<file path="src/rtl/machina_pkg.sv">
// Shared widths, value types and saturation helper for the machina learning fabric.
package machina_pkg;

    localparam int ARG_WIDTH    = 8;
    localparam int RES_WIDTH    = 16;
    localparam int ERR_WIDTH    = 16;
    localparam int FBK_WIDTH    = 16;
    localparam int WEIGHT_WIDTH = 16;
    // Forward accumulator: 16-bit partial sums plus headroom for bias and several inputs.
    localparam int ACC_WIDTH    = 20;

    typedef logic        [ARG_WIDTH-1:0]    arg_t;
    typedef logic signed [RES_WIDTH-1:0]    res_t;
    typedef logic signed [ERR_WIDTH-1:0]    err_t;
    typedef logic signed [FBK_WIDTH-1:0]    fbk_t;
    typedef logic signed [WEIGHT_WIDTH-1:0] weight_t;

    typedef enum logic [2:0] {
        IDLE,
        FWD,
        RES,
        BWD,
        FBK
    } state_t;

    localparam logic signed [31:0] SAT_MAX = 32'sd32767;
    localparam logic signed [31:0] SAT_MIN = -32'sd32768;

    // Clamp a wide signed value into the signed 16-bit range.
    function automatic logic signed [15:0] sat16(input logic signed [31:0] x);
        if (x > SAT_MAX) begin
            return 16'sh7fff;
        end else if (x < SAT_MIN) begin
            return 16'sh8000;
        end else begin
            return x[15:0];
        end
    endfunction

endpackage

</file>
<file path="src/rtl/associate_mac.sv">
// Signed multiply, arithmetic right shift and add; optionally saturates the sum to 16 bits.
module associate_mac
    import machina_pkg::*;
#(
    parameter int SHIFT = 8
)
(
    input  logic signed [15:0]          mul_a,
    input  logic signed [15:0]          mul_b,
    input  logic signed [ACC_WIDTH-1:0] addend,
    input  logic                        sat_en,
    output logic signed [ACC_WIDTH-1:0] sum
);

    logic signed [31:0] prod;
    logic signed [31:0] wide;

    // A 32-bit product covers both the 16x8 forward and the 16x16 feedback cases.
    assign prod = 32'(mul_a) * 32'(mul_b);
    assign wide = 32'(addend) + (prod >>> SHIFT);

    // Saturated result is sign-extended back so callers see a single accumulator-wide bus.
    always_comb sum = sat_en ? ACC_WIDTH'(sat16(wide)) : wide[ACC_WIDTH-1:0];

endmodule

</file>
<file path="src/rtl/associate.sv">
// Trainable linear neuron: forward weighted sum plus bias, backward feedback and delta-rule update.
module associate
    import machina_pkg::*;
#(
    parameter int ARGN = 2,
    parameter int RATE = 1
)
(
    input  logic                          clk,
    input  logic                          rst_n,
    input  logic                          en,
    input  logic                          arg_valid,
    input  logic [ARGN*ARG_WIDTH-1:0]     arg_data,
    output logic                          arg_ready,
    output logic                          res_valid,
    output logic signed [RES_WIDTH-1:0]   res_data,
    input  logic                          res_ready,
    input  logic                          err_valid,
    input  logic signed [ERR_WIDTH-1:0]   err_data,
    output logic                          err_ready,
    output logic                          fbk_valid,
    output logic [ARGN*FBK_WIDTH-1:0]     fbk_data,
    input  logic                          fbk_ready
);

    localparam int IDX_W = (ARGN > 1) ? $clog2(ARGN) : 1;
    localparam logic [IDX_W-1:0] IDX_LAST = IDX_W'(ARGN - 1);

    state_t                      state_reg, state_next;
    logic [IDX_W-1:0]            idx_reg;
    arg_t                        args_reg [ARGN];
    logic signed [ACC_WIDTH-1:0] acc_reg;
    err_t                        err_reg;
    res_t                        res_reg;
    fbk_t                        fbk_reg [ARGN];
    weight_t                     weights [ARGN];
    weight_t                     bias;

    logic                        idx_last, arg_fire, err_fire, in_bwd;
    arg_t                        arg_cur;
    weight_t                     w_cur, w_upd, bias_upd;
    logic signed [15:0]          mx_b, arg_ext;
    logic signed [ACC_WIDTH-1:0] mx_addend, mx_sum, mu_sum;
    res_t                        res_sat;
    fbk_t                        fbk_cur;

    assign idx_last = (idx_reg == IDX_LAST);
    assign arg_fire = arg_valid & arg_ready;
    assign err_fire = err_valid & err_ready;
    assign in_bwd   = (state_reg == BWD);
    assign arg_cur  = args_reg[idx_reg];
    assign w_cur    = weights[idx_reg];
    assign arg_ext  = $signed({8'h00, arg_cur});

    // Shared w_i * x product: x is the activation in FWD and the error in BWD.
    assign mx_b      = in_bwd ? err_reg : arg_ext;
    assign mx_addend = (state_reg == FWD) ? acc_reg : '0;

    associate_mac #(.SHIFT(8)) u_mac_w (
        .mul_a  (w_cur),
        .mul_b  (mx_b),
        .addend (mx_addend),
        .sat_en (in_bwd),
        .sum    (mx_sum)
    );

    // Delta-rule step err * a_i scaled by 2^-(8+RATE), added onto the current weight.
    associate_mac #(.SHIFT(8 + RATE)) u_mac_upd (
        .mul_a  (err_reg),
        .mul_b  (arg_ext),
        .addend (ACC_WIDTH'(w_cur)),
        .sat_en (1'b0),
        .sum    (mu_sum)
    );

    assign res_sat  = sat16(32'(mx_sum));
    assign fbk_cur  = sat16(32'(mx_sum));
    assign w_upd    = sat16(32'(mu_sum));
    assign bias_upd = sat16(32'(bias) + 32'(err_reg >>> RATE));

    // State register; reset aborts any pass in flight.
    always_ff @(posedge clk) begin
        if (!rst_n) begin
            state_reg <= IDLE;
        end else begin
            state_reg <= state_next;
        end
    end

    // Next state and handshake outputs; a pending error wins over a pending argument.
    always_comb begin
        state_next = state_reg;
        arg_ready  = 1'b0;
        err_ready  = 1'b0;
        res_valid  = 1'b0;
        fbk_valid  = 1'b0;
        case (state_reg)
            IDLE: begin
                err_ready = rst_n;
                arg_ready = rst_n & ~err_valid;
                if (err_valid) begin
                    state_next = BWD;
                end else if (arg_valid) begin
                    state_next = FWD;
                end
            end
            FWD: begin
                if (idx_last) state_next = RES;
            end
            RES: begin
                res_valid = 1'b1;
                if (res_ready) state_next = IDLE;
            end
            BWD: begin
                if (idx_last) state_next = FBK;
            end
            FBK: begin
                fbk_valid = 1'b1;
                if (fbk_ready) state_next = IDLE;
            end
            default: state_next = IDLE;
        endcase
    end

    // Datapath: latch operands, step the accumulator and feedback one input per cycle.
    always_ff @(posedge clk) begin
        if (!rst_n) begin
            idx_reg <= '0;
            acc_reg <= '0;
            err_reg <= '0;
            res_reg <= '0;
            bias    <= '0;
            for (int i = 0; i < ARGN; i++) begin
                args_reg[i] <= '0;
                fbk_reg[i]  <= '0;
            end
        end else begin
            case (state_reg)
                IDLE: begin
                    idx_reg <= '0;
                    if (err_fire) begin
                        err_reg <= err_data;
                    end else if (arg_fire) begin
                        for (int i = 0; i < ARGN; i++) begin
                            args_reg[i] <= arg_data[i*ARG_WIDTH +: ARG_WIDTH];
                        end
                        acc_reg <= ACC_WIDTH'(bias);
                    end
                end
                FWD: begin
                    acc_reg <= mx_sum;
                    idx_reg <= idx_reg + IDX_W'(1);
                    if (idx_last) res_reg <= res_sat;
                end
                BWD: begin
                    for (int i = 0; i < ARGN; i++) begin
                        if (idx_reg == IDX_W'(i)) fbk_reg[i] <= fbk_cur;
                    end
                    if (en && idx_last) bias <= bias_upd;
                    idx_reg <= idx_reg + IDX_W'(1);
                end
                default: ;
            endcase
        end
    end

    // Weights keep their value through reset; feedback above used the pre-update weight.
    always_ff @(posedge clk) begin
        if (rst_n && en && in_bwd) begin
            for (int i = 0; i < ARGN; i++) begin
                if (idx_reg == IDX_W'(i)) weights[i] <= w_upd;
            end
        end
    end

    assign res_data = res_reg;

    genvar gi;
    generate
        for (gi = 0; gi < ARGN; gi++) begin : g_fbk
            assign fbk_data[gi*FBK_WIDTH +: FBK_WIDTH] = fbk_reg[gi];
        end
    endgenerate

endmodule

</file>
<file path="config.mk">
export PLATFORM = sky130hd
export DESIGN_NAME = associate
export DESIGN_NICKNAME = d
export VERILOG_FILES = /design/src/rtl/machina_pkg.sv /design/src/rtl/associate_mac.sv /design/src/rtl/associate.sv
export SDC_FILE = /design/constraint.sdc
export NUM_CORES = 1
export LEC_CHECK = 0
export BUFFER_PORTS_ARGS = -buffer_cell sky130_fd_sc_hd__clkbuf_2
export CORE_UTILIZATION = 52
export CTS_CLUSTER_SIZE = 12
export DETAILED_ROUTE_END_ITERATION = 16
export PLACE_DENSITY = 0.73
export SLEW_MARGIN = 5
export SYNTH_ARGS = -nofsm -noshare
export SYNTH_HDL_FRONTEND = slang
export SYNTH_SLANG_ARGS = --single-unit
</file>
<file path="constraint.sdc">
create_clock -name clk -period 10.2 [get_ports clk]
set_input_delay 1.53 -clock clk [delete_from_list [all_inputs] [get_ports clk]]
set_output_delay 1.53 -clock clk [all_outputs]
set_load 0.01 [all_outputs]
</file>
-- Word level (Yosys, flattened, before mapping)
Memories as Yosys holds them, arrays and structs flattened. A register that Yosys moved wholly into a read port is not among the register bits.
Cells that the tools add are included.
- memories: 3
- flip-flop bits (word level): 72
- output and inout port bits: 52
- word-level logic and storage cells: 110
- RAM bits: 80
- bits of input ports: 39
- $mul: 2
- reductions and logical operators: 13
- equal/unequal tests: 11
- bitwise operators: 8
- order comparisons: 8
- add/subtract/negate cells: 4
- multiplexer cells: 55
- memories (memory ; words ; width ; rd ports ; clocked after memory_dff ; wr ports ; RTL line ; source):
    fbk_reg ; 2 ; 16 ; 2 ; 0 ; 2 ; associate.sv:35 ; fbk_t fbk_reg [ARGN];
    weights ; 2 ; 16 ; 1 ; 1 ; 1 ; associate.sv:36 ; weight_t weights [ARGN];
    args_reg ; 2 ; 8 ; 1 ; 1 ; 2 ; associate.sv:31 ; arg_t args_reg [ARGN];
- operators with widths (kind ; count):
    $mux 16 ; 12
    $mux 20 ; 4
    $gt 20x16->1 const B ; 2
    $lt 20x16->1 const B ; 2
    $pmux 20 s2 ; 1
    $gt 32x16->1 const B ; 1
    $lt 32x16->1 const B ; 1
    $mul 16x16->32 ; 1
    $mux 1 ; 28
    $add 20x24->25 ; 1
    $mul 16x9->25 ; 1
    $mux 3 ; 6
    $add 16x15->17 ; 1
    $add 16x16->17 ; 1
    $gt 17x16->1 const B ; 1
    $lt 17x16->1 const B ; 1
    $mux 8 ; 2
    $reduce_or 16->1 ; 1
    $pmux 3 s5 ; 1
    $ne 2x2->1 const B ; 6
    $eq 3x2->1 const B ; 2
    $reduce_and 2->1 ; 3
    $reduce_and 5->1 ; 1
    $or 1x1->1 ; 4
    12 further kinds ; 17

-- Logic depth before layout (Yosys ltp)
Gate-level depths: netlist of the first run.
- word-level depth: 12
- mapped depth: 42
- mapped depth without buffers: 37

-- By module
From an unflattened synthesis of the first run, not the netlist that was laid out.
- cell total of the unflattened synthesis: 3244
- area total of the unflattened synthesis: 29608.4 sq um
- modules (own cells, without submodules) (module ; cells each ; times used ; sequential area each (sq um) ; area each (sq um)):
    associate_mac at u_mac_upd ; 1283 ; 1 ; 0.0 ; 11149.4
    associate_mac at u_mac_w ; 1262 ; 1 ; 0.0 ; 11140.7
    associate ; 699 ; 1 ; 3863.7 ; 7318.3

-- Least setup slack after synthesis of the first run
No wires, ideal clock.
- path type: reg-to-reg
- start: register with a tool-made name
- end: memory fbk_reg[0][10] (netlist name), data pin
- library setup time: 0.148 ns
- slack: 0.258 ns
- buffers on the path: 4
- clock period less this slack: 9.942 ns
- arrival time: 9.794 ns
- stages on the path, launching flop included: 35
- required time: 10.052 ns
- cell sequence: dfxtp_1 buf_2 buf_1 buf_1 mux2i_1 clkinv_1 nand2_1 fa_1 inv_1 fa_1 fa_1 fa_1 fa_1 inv_1 fa_1 inv_1 ha_1 a21o_1 a211oi_1 inv_1 a221o_1 a41oi_1 o21ai_0 and2_1 a21oi_1 xnor2_1 ha_1 a21oi_1 o21ai_0 a211oi_1 xor2_1 or4_1 o31a_1 buf_6 o21ai_2
- RTL lines (element ; RTL line):
    end, declared ; associate.sv:35

==> metrics.txt, run 1 <==
Syn Nets 3087; WL final 62430 um; Cell Rows 75; largest net degree at the start of global routing 45; WL/cell 19.49 um; clock slew at reported path FFs 0.08 ns; P_sw 0.004663 W; clock power share 0.080; Final ANT Viol Nets 0; final setup fails 0; grt ovf 0; Slew @ Worst Pin 1.158 ns; Seq/Total Area, Yosys 0.1711; Starting Density 0.5324; fin. max-slew vios 0; synthesized area per cell 9.029 um2; Tot Pwr 0.008511 W; Tmin final 9.771 ns; Die Y 210.4 um; Worst-Skew Late Latency 0.45 ns; register area 3866 um2; most frequent cells in the layout inv_1 (494), fa_1 (365), nand2_1 (279), nor2_1 (209), ha_1 (181); FF-to-FF setup slack 0.43 ns; most common flop cell mapped by yosys edfxtp_1; most common cell after layout, fill and taps aside inv_1; slew margin rel. 0.2279; clock root buffer clkbuf_16; Die Wd 210.4 um; area of the multi-input gates 16530 um2; CP max FO 24; area growth from synthesis to layout 9.824%; Setup crit end kind flop; via count 17620; Worst Setup Start Kind flop; TritonCTS buffer count 17; final hold viol count 0; cell at the slowest stage of the critical path fa_1; number of enable flip-flop cells after synthesis 80; PortBufs 90; Final HPWL DP 51600 um; CTS tree built; nets@finish 3199; First-pass DRT Iterations 6; Int Power 0.003848 W; final cycle utilization of the critical path 0.9579; f_max 102.3 MHz; CTS Sinks 153; Mapped Area 22580 um2; Fin Setup TNS 0 ns; n_diodes 0; sequential share of power 0.102; clk buf depth 2; io pins 91; first-pass GRT wire length 102000 um; Post-CTS Hold Fix Bufs 0; Iter 0 DRT Violations 1245; Setup CP Type flop to flop; Core Footprint 42420 um2; share of post-route cells with drive strength above 1 0.1002; H-tree depth 4; GRT Overall Usage 0.3005; final clock skew 0.01324 ns; Arr. time, crit path 10.05 ns; Via-to-Cell Ratio 5.500; Pwr Density 343.2 nW/um2; #FFs+latches synth 153; fillcell total 3760; Gate power share 0.817; RSZ-0062 raised after global routing no; cells after synthesis 2501; maxcap violations 0; vias in the first global route 18690; routability cong. 0.9995; Synthesis Warnings 0; Tightest Hold Check Type flop to flop; Net Sw Frac 0.5479; worst IR drop on VDD 0.3716 mV; run status finished, final reports clean; Residual DRC 0; static leakage 12.28 nW; Crit path largest cell delay 0.57 ns; distinct cell type count after synthesis 73; initial antenna violation count 1; Worst EP required 10.48 ns; async set-or-reset flop fraction in the synthesized netlist 0; die area 44260 um2
## cell usage after synthesis (6+ instances only)
| cell | instances | area [um2] |
|---|---|---|
| a211oi_1 | 14 | 105.1 |
| a21o_1 | 20 | 150.1 |
| a21oi_1 | 86 | 430.4 |
| a221o_1 | 30 | 300.3 |
| a311oi_1 | 14 | 122.6 |
| a31oi_1 | 14 | 87.58 |
| and2_1 | 39 | 244.0 |
| and3_1 | 25 | 156.4 |
| clkbuf_1 | 74 | 277.8 |
| clkinv_1 | 12 | 45.04 |
| dfxtp_1 | 73 | 1461 |
| edfxtp_1 | 80 | 2402 |
| fa_1 | 365 | 7307 |
| ha_1 | 182 | 2277 |
| inv_1 | 494 | 1854 |
| mux2i_1 | 26 | 260.3 |
| nand2_1 | 279 | 1047 |
| nand2b_1 | 29 | 181.4 |
| nand3_1 | 16 | 80.08 |
| nand4_1 | 6 | 37.54 |
| nor2_1 | 211 | 792.0 |
| nor2b_1 | 92 | 575.6 |
| nor3_1 | 30 | 150.1 |
| nor4_1 | 8 | 50.05 |
| o21a_1 | 16 | 120.1 |
| o21ai_0 | 56 | 280.3 |
| o21ai_1 | 10 | 50.05 |
| o21ai_2 | 11 | 96.34 |
| or3_1 | 8 | 50.05 |
| xnor2_1 | 61 | 534.3 |
| xor2_1 | 33 | 289.0 |
## critical path: cells and delay by family, from the launching register on
kind	cells	cell delay, ns
compound gates	7	2.03
buf+inv	7	0.68
flops	1	0.44
fa+ha+maj	8	4.00
simple gates	10	2.28
xor+xnor	1	0.13
## final timing paths
kind	startpoint	to	depth (start not counted)
worst max-delay path	state_reg[1]$_SDFFE_PN0P_	fbk_reg[0][22]$_DFFE_PP_	33
worst min-delay path	acc_reg[13]$_SDFFE_PN0P_	acc_reg[13]$_SDFFE_PN0P_	2
worst max register to register	state_reg[1]$_SDFFE_PN0P_	fbk_reg[0][22]$_DFFE_PP_	33
worst min register to register	acc_reg[13]$_SDFFE_PN0P_	acc_reg[13]$_SDFFE_PN0P_	2
## stage by stage
step | worst slack, ns | hold WS, ns | util | std cells | cell area [um2]
final | 0.4290 | 0.4844 | 0.5847 | 3203 | 24800
after global routing | 0.004378 | 0.4999 | 0.5847 | 3203 | 24800
after CTS | 0.08262 | 0.4818 | 0.5828 | 3202 | 24720
after detailed placement | 0.002882 | 0.4667 | 0.5679 | 3170 | 24090
after global placement | 0.2337 | 0.4662 | 0.5679 | 3170 | 24090
after floorplan | 0.2583 | 0.4506 | - | 2501 | 22580
## layout make-up
cell class | instances | share of cell area
Multi-Input combinational cell | 1754 | 0.6668
Tap cell | 577 | 0.02911
Inverter | 506 | 0.07659
Sequential cell | 153 | 0.1559
Clock inverter | 15 | 0.007972
Timing Repair Buffer | 181 | 0.04652
Clock buffer | 17 | 0.01715
## cells by family (layout without fill, tap and decap cells)
family,Yosys count,count (layout),synth area share
compound gates,316,316,0.09570
xor+xnor,94,94,0.03646
simple gates,765,765,0.1577
flops,153,153,0.1711
fa+ha+maj,549,549,0.4253
mux,30,30,0.01352
buf+inv,594,719,0.1002
## routing by layer
layer  part of all wire  track usage
met4              0.027      0.08396
met3              0.069      0.05066
met1               0.43       0.4079
met2               0.47       0.4973
met5            0.00021            0
## power groups by stage
stage | clock [W] | sequential, W | combinational (W)
global placement | 0 | 0.000879 | 0.00663
CTS | 0.000687 | 0.000869 | 0.00685
finish | 0.000684 | 0.000870 | 0.00696
global route | 0.000711 | 0.000880 | 0.00780
floorplan | 0 | 0.000885 | 0.00501
detailed placement | 0 | 0.000880 | 0.00677
## timing repair
item,4_1_cts,5_1_grt
endpoints found under the hold margin,0,0
pin swaps,0,1
resized for setup,2,18
setup endpoints to repair,19,45
setup buffers,0,1
No activity file was read; power rests on OpenSTA's default activity.
==> run 2: changes to the inputs <==
--- a/config.mk
+++ b/config.mk
@@ -10,6 +10,7 @@
 export CTS_CLUSTER_SIZE = 12
 export DETAILED_ROUTE_END_ITERATION = 16
 export PLACE_DENSITY = 0.73
+export REMOVE_ABC_BUFFERS = 1
 export SLEW_MARGIN = 5
 export SYNTH_ARGS = -nofsm -noshare
 export SYNTH_HDL_FRONTEND = slang
==> run 2 against run 1 <==
Net effect: wire length shrank 4.4%; sequential share of layout area about the same; flip-flop and latch count did not move; via count is essentially flat; die area did not move; critical path depth rose by 3; power shrank 3.7%; critical path type unchanged; largest cell class unchanged; largest power group unchanged.
==> metrics.txt, run 2 (same netlist as run 1, synthesis figures left out) <==
initial antenna violation count 0; cell at the slowest stage of the critical path fa_1; worst IR drop on VDD 0.3666 mV; Critical Path End fbk_reg[0][18]$_DFFE_PP_; Final HPWL DP 48990 um; slew margin rel. 0.1939; static leakage 12.24 nW; register area 3865 um2; area growth from synthesis to layout 9.536%; via count 17610; Die Y 210.4 um; clk buf depth 2; Gate power share 0.810; CTS tree built; FF-to-FF setup slack 0.47 ns; Tightest Hold Check Type flop to flop; Post-CTS Hold Fix Bufs 0; vias in the first global route 18540; clock slew at reported path FFs 0.08 ns; Pwr Density 331.3 nW/um2; WL final 59650 um; WL/cell 18.66 um; largest net degree at the start of global routing 45; TritonCTS buffer count 17; Cell Rows 75; Arr. time, crit path 10.02 ns; P_sw 0.004407 W; maxcap violations 0; first-pass GRT wire length 98990 um; Fin Setup TNS 0 ns; GRT Overall Usage 0.2887; fin. max-slew vios 0; CP max FO 16; H-tree depth 4; final setup fails 0; final cycle utilization of the critical path 0.9536; routability cong. 0.9939; most frequent cells in the layout inv_1 (494), fa_1 (364), nand2_1 (277), nor2_1 (210), ha_1 (181); Setup crit end kind flop; io pins 91; Worst R2R End fbk_reg[0][18]$_DFFE_PP_; Worst EP required 10.49 ns; fillcell total 3744; area of the multi-input gates 16540 um2; Starting Density 0.5324; Final ANT Viol Nets 0; Crit path largest cell delay 0.59 ns; Crit path top cell by count fa_1; PortBufs 90; share of post-route cells with drive strength above 1 0.1000; Worst Setup Start Kind flop; Via-to-Cell Ratio 5.509; RSZ-0062 raised after global routing no; Net Sw Frac 0.5377; final clock skew 0.01985 ns; clock power share 0.083; R2R cell count 36; Core Footprint 42420 um2; nets@finish 3192; Iter 0 DRT Violations 1437; Worst-Skew Late Latency 0.46 ns; Tot Pwr 0.008195 W; grt ovf 0; Slew @ Worst Pin 1.209 ns; Tmin final 9.727 ns; run status finished, final reports clean; sequential share of power 0.107; CTS Sinks 153; die area 44260 um2; final hold viol count 0; Setup CP Type flop to flop; First-pass DRT Iterations 5; Int Power 0.003788 W; clock root buffer clkbuf_16; most common cell after layout, fill and taps aside inv_1; n_diodes 0; Residual DRC 0; f_max 102.8 MHz; Die Wd 210.4 um
run 2: metrics by stage:
step / std cells / utilization / cell area (um2) / setup slack [ns] / hold slack, ns
detailed placement: 3163 / 0.5665 / 24030 / -0.2649 / 0.4690
finish: 3196 / 0.5831 / 24730 / 0.4730 / 0.4857
global route: 3196 / 0.5831 / 24730 / 0.008778 / 0.4978
global placement: 3163 / 0.5665 / 24030 / -0.04603 / 0.4644
CTS: 3195 / 0.5813 / 24660 / 0.0002132 / 0.4846
floorplan: 2413 / - / 22220 / -0.09966 / 0.4506
run 2: worst max-delay path, delay by kind of cell, from the launching register on:
kind                     cells  cell delay, ns
adder cells (fa/ha/maj)      8            3.90
AO/OA/AOI/OAI                9            2.23
AND/OR/NAND/NOR             10            1.79
buffers and inverters        7            0.80
flip-flops                   1            0.38
multiplexers                 1            0.33
XOR/XNOR                     1            0.08
run 2: worst min-delay path by stage:
| stage | start | end | slack [ns] | cells after the start |
|---|---|---|---|---|
| floorplan | bias[0]$_SDFFE_PN0P_ | bias[0]$_SDFFE_PN0P_ | 0.45 | 2 |
| global placement | acc_reg[14]$_SDFFE_PN0P_ | acc_reg[14]$_SDFFE_PN0P_ | 0.46 | 2 |
| detailed placement | res_data[9]$_SDFFE_PN0P_ | res_data[9]$_SDFFE_PN0P_ | 0.47 | 1 |
| CTS | acc_reg[9]$_SDFFE_PN0P_ | acc_reg[9]$_SDFFE_PN0P_ | 0.48 | 2 |
| global route | acc_reg[2]$_SDFFE_PN0P_ | acc_reg[2]$_SDFFE_PN0P_ | 0.50 | 2 |
| finish | acc_reg[9]$_SDFFE_PN0P_ | acc_reg[9]$_SDFFE_PN0P_ | 0.49 | 2 |
run 2: cell type report:
class	instances	share of cell area
flip-flops and latches	153	0.1563
clock buffers	18	0.01821
clock inverters	14	0.006829
well taps	577	0.02919
inverters	506	0.07679
repair buffers	174	0.04386
multi-input cells	1754	0.6689
run 2: power groups by stage:
stage / registers [W] / logic [W] / clock network (W)
4_1_cts: 0.000872 / 0.00653 / 0.000683
2_1_floorplan: 0.000898 / 0.00496 / 0
3_5_place_dp: 0.000883 / 0.00645 / 0
3_3_place_gp: 0.000883 / 0.00636 / 0
6_report: 0.000874 / 0.00664 / 0.000680
5_1_grt: 0.000883 / 0.00749 / 0.000704
run 2: timing repair:
action / CTS / global route
gates resized for setup: 4 / 24
endpoints found under the setup margin: 30 / 30
pin swaps: 0 / 0
setup buffers: 0 / 1
run 2: routing by layer:
metal	wire, um	vias up	GRT usage
met5	0	-	0
met4	1857	0	0.09820
met3	4514	108	0.05542
met2	28010	673	0.4696
met1	25270	8726	0.3873
li1	-	8101	-
==> run 3: changes to the inputs <==
--- a/config.mk
+++ b/config.mk
@@ -9,8 +9,10 @@
 export CORE_UTILIZATION = 52
 export CTS_CLUSTER_SIZE = 12
 export DETAILED_ROUTE_END_ITERATION = 16
+export GPL_TIMING_DRIVEN = 0
 export PLACE_DENSITY = 0.73
 export REMOVE_ABC_BUFFERS = 1
+export SETUP_SLACK_MARGIN = 0.2
 export SLEW_MARGIN = 5
 export SYNTH_ARGS = -nofsm -noshare
 export SYNTH_HDL_FRONTEND = slang
==> run 3 against run 2 <==
Net effect: design area rose by 3.9%; final cell count increased by 0.66%; clock-buffer cell count rose by 4; register-to-register slack improved by 0.02 ns; first-iteration DRC count shrank 16%; via count rose by 2.2%; global-route usage fell by 0.24 points; critical path type unchanged.
==> metrics.txt, run 3 (same netlist as run 1, synthesis figures left out) <==
Post-CTS Hold Fix Bufs 0; Net Sw Frac 0.5410; Core Footprint 42420 um2; final clock skew 0.01428 ns; Iter 0 DRT Violations 1214; CTS tree built; Tightest Hold Check Type flop to flop; Int Power 0.004117 W; Residual DRC 0; initial antenna violation count 1; final cycle utilization of the critical path 0.9517; final hold viol count 0; HP Start acc_reg[13]$_SDFFE_PN0P_; Worst Setup Start Kind flop; Crit path top cell by count fa_1; Starting Density 0.5324; metal3 WL 5036 um; WL final 60220 um; vias in the first global route 19000; RSZ-0062 raised after global routing no; Final ANT Viol Nets 0; CP max FO 10; static leakage 12.50 nW; Worst Hold Depth 2; clock root buffer clkbuf_16; Cell Area, Placed 23600 um2; fillcell total 3534; clock slew at reported path FFs 0.07 ns; Worst EP required 10.50 ns; area growth from synthesis to layout 13.77%; worst IR drop on VDD 0.4073 mV; share of post-route cells with drive strength above 1 0.1424; CTS Sinks 153; met2 wire len 29230 um; Setup CP Type flop to flop; First-pass DRT Iterations 8; PortBufs 90; maxcap violations 0; final instance area 25690 um2; first-pass GRT wire length 98470 um; Die Wd 210.4 um; most frequent cells in the layout inv_1 (490), fa_1 (360), nand2_1 (275), nor2_1 (201), ha_1 (178); register area 3881 um2; grt ovf 0; Setup crit end kind flop; run status finished, final reports clean; Max Used Layer met4; cell at the slowest stage of the critical path fa_1; Final HPWL DP 46210 um; Gate power share 0.830; Pwr Density 349.2 nW/um2; final setup fails 0; routability cong. 0.9317; area of the multi-input gates 17190 um2; WL/cell 18.72 um; Slew @ Worst Pin 1.321 ns; H-tree depth 4; final hold slack 0.4862 ns; Cell Rows 75; met1 wire length 23520 um; hold endpoint acc_reg[13]$_SDFFE_PN0P_; Tmin final 9.707 ns; Via-to-Cell Ratio 5.596; R2R cell count 33; FF-to-FF setup slack 0.49 ns; sequential share of power 0.100; die area 44260 um2; largest net degree at the start of global routing 45; via count 18000; most common cell after layout, fill and taps aside inv_1; slew margin rel. 0.1191; TritonCTS buffer count 17; io pins 91; Die Y 210.4 um; Crit path largest cell delay 0.58 ns; Worst R2R End fbk_reg[0][19]$_DFFE_PP_; clock power share 0.071; f_max 103.0 MHz; n_diodes 0; P_sw 0.004852 W; Arr. time, crit path 10.01 ns; GRT Overall Usage 0.2863; fin. max-slew vios 0; Worst-Skew Late Latency 0.46 ns; clk buf depth 2; nets@finish 3213
run 3: through the flow:
stage               setup TNS [ns]    util  instances  worst slack, ns  total power (W)
floorplan                   -1.645       -       2413         -0.09966         0.005857
global placement           -134.85  0.5514       3080           -2.789         0.007227
detailed placement          -79.33  0.5563       3093           -1.894         0.007414
CTS                              0  0.5863       3161          0.09011         0.008299
global route                     0  0.6057       3217           0.1615         0.009861
finish                           0  0.6057       3217           0.4928         0.008970
run 3: final cells by class:
type                       instances  share of cell area
multi-input combinational       1757              0.6690
timing repair buffer             192             0.05440
clock buffer                      22             0.01890
clock inverter                    10            0.003117
sequential                       153              0.1511
inverter                         506             0.07544
tap                              577             0.02810
run 3: power by group through the flow:
| stage | Clock [W] | Sequential (W) | Combinational [W] |
|---|---|---|---|
| final | 0.000633 | 0.000894 | 0.00744 |
| after floorplan | 0 | 0.000898 | 0.00496 |
| after global placement | 0 | 0.000898 | 0.00633 |
| after global routing | 0.000658 | 0.000903 | 0.00830 |
| after detailed placement | 0 | 0.000897 | 0.00652 |
| after CTS | 0.000634 | 0.000889 | 0.00678 |
run 3: worst max path at each step:
stage	startpoint	end	slack, ns	depth (start not counted)
CTS	flop	fbk_reg[0][3]$_DFFE_PP_	0.09	34
finish	flop	fbk_reg[0][19]$_DFFE_PP_	0.49	33
global route	state_reg[2]$_SDFFE_PN0P_	fbk_reg[0][22]$_DFFE_PP_	0.16	35
floorplan	flop	fbk_reg[0][18]$_DFFE_PP_	-0.1	32
global placement	flop	fbk_reg[0][21]$_DFFE_PP_	-2.79	33
detailed placement	state_reg[0]$_SDFFE_PN0P_	fbk_reg[0][22]$_DFFE_PP_	-1.89	30
run 3: what timing repair did:
item	CTS	global route
endpoints found under the setup margin	55	45
gates cloned	2	2
resized for setup	87	84
pin swaps	6	12
setup buffers	34	54
run 3: critical path, delay by kind of cell (launching register included):
| family | cells | cell delay [ns] |
|---|---|---|
| fa+ha+maj | 8 | 3.77 |
| compound gates | 10 | 2.42 |
| simple gates | 5 | 1.32 |
| buf+inv | 8 | 0.98 |
| mux | 1 | 0.50 |
| flops | 1 | 0.42 |
| xor+xnor | 1 | 0.11 |
run 3: layer usage:
layer	vias to the layer above	track usage
li1	8154	-
met1	8952	0.3584
met2	742	0.4755
met3	153	0.06272
met4	0	0.1289
met5	-	0
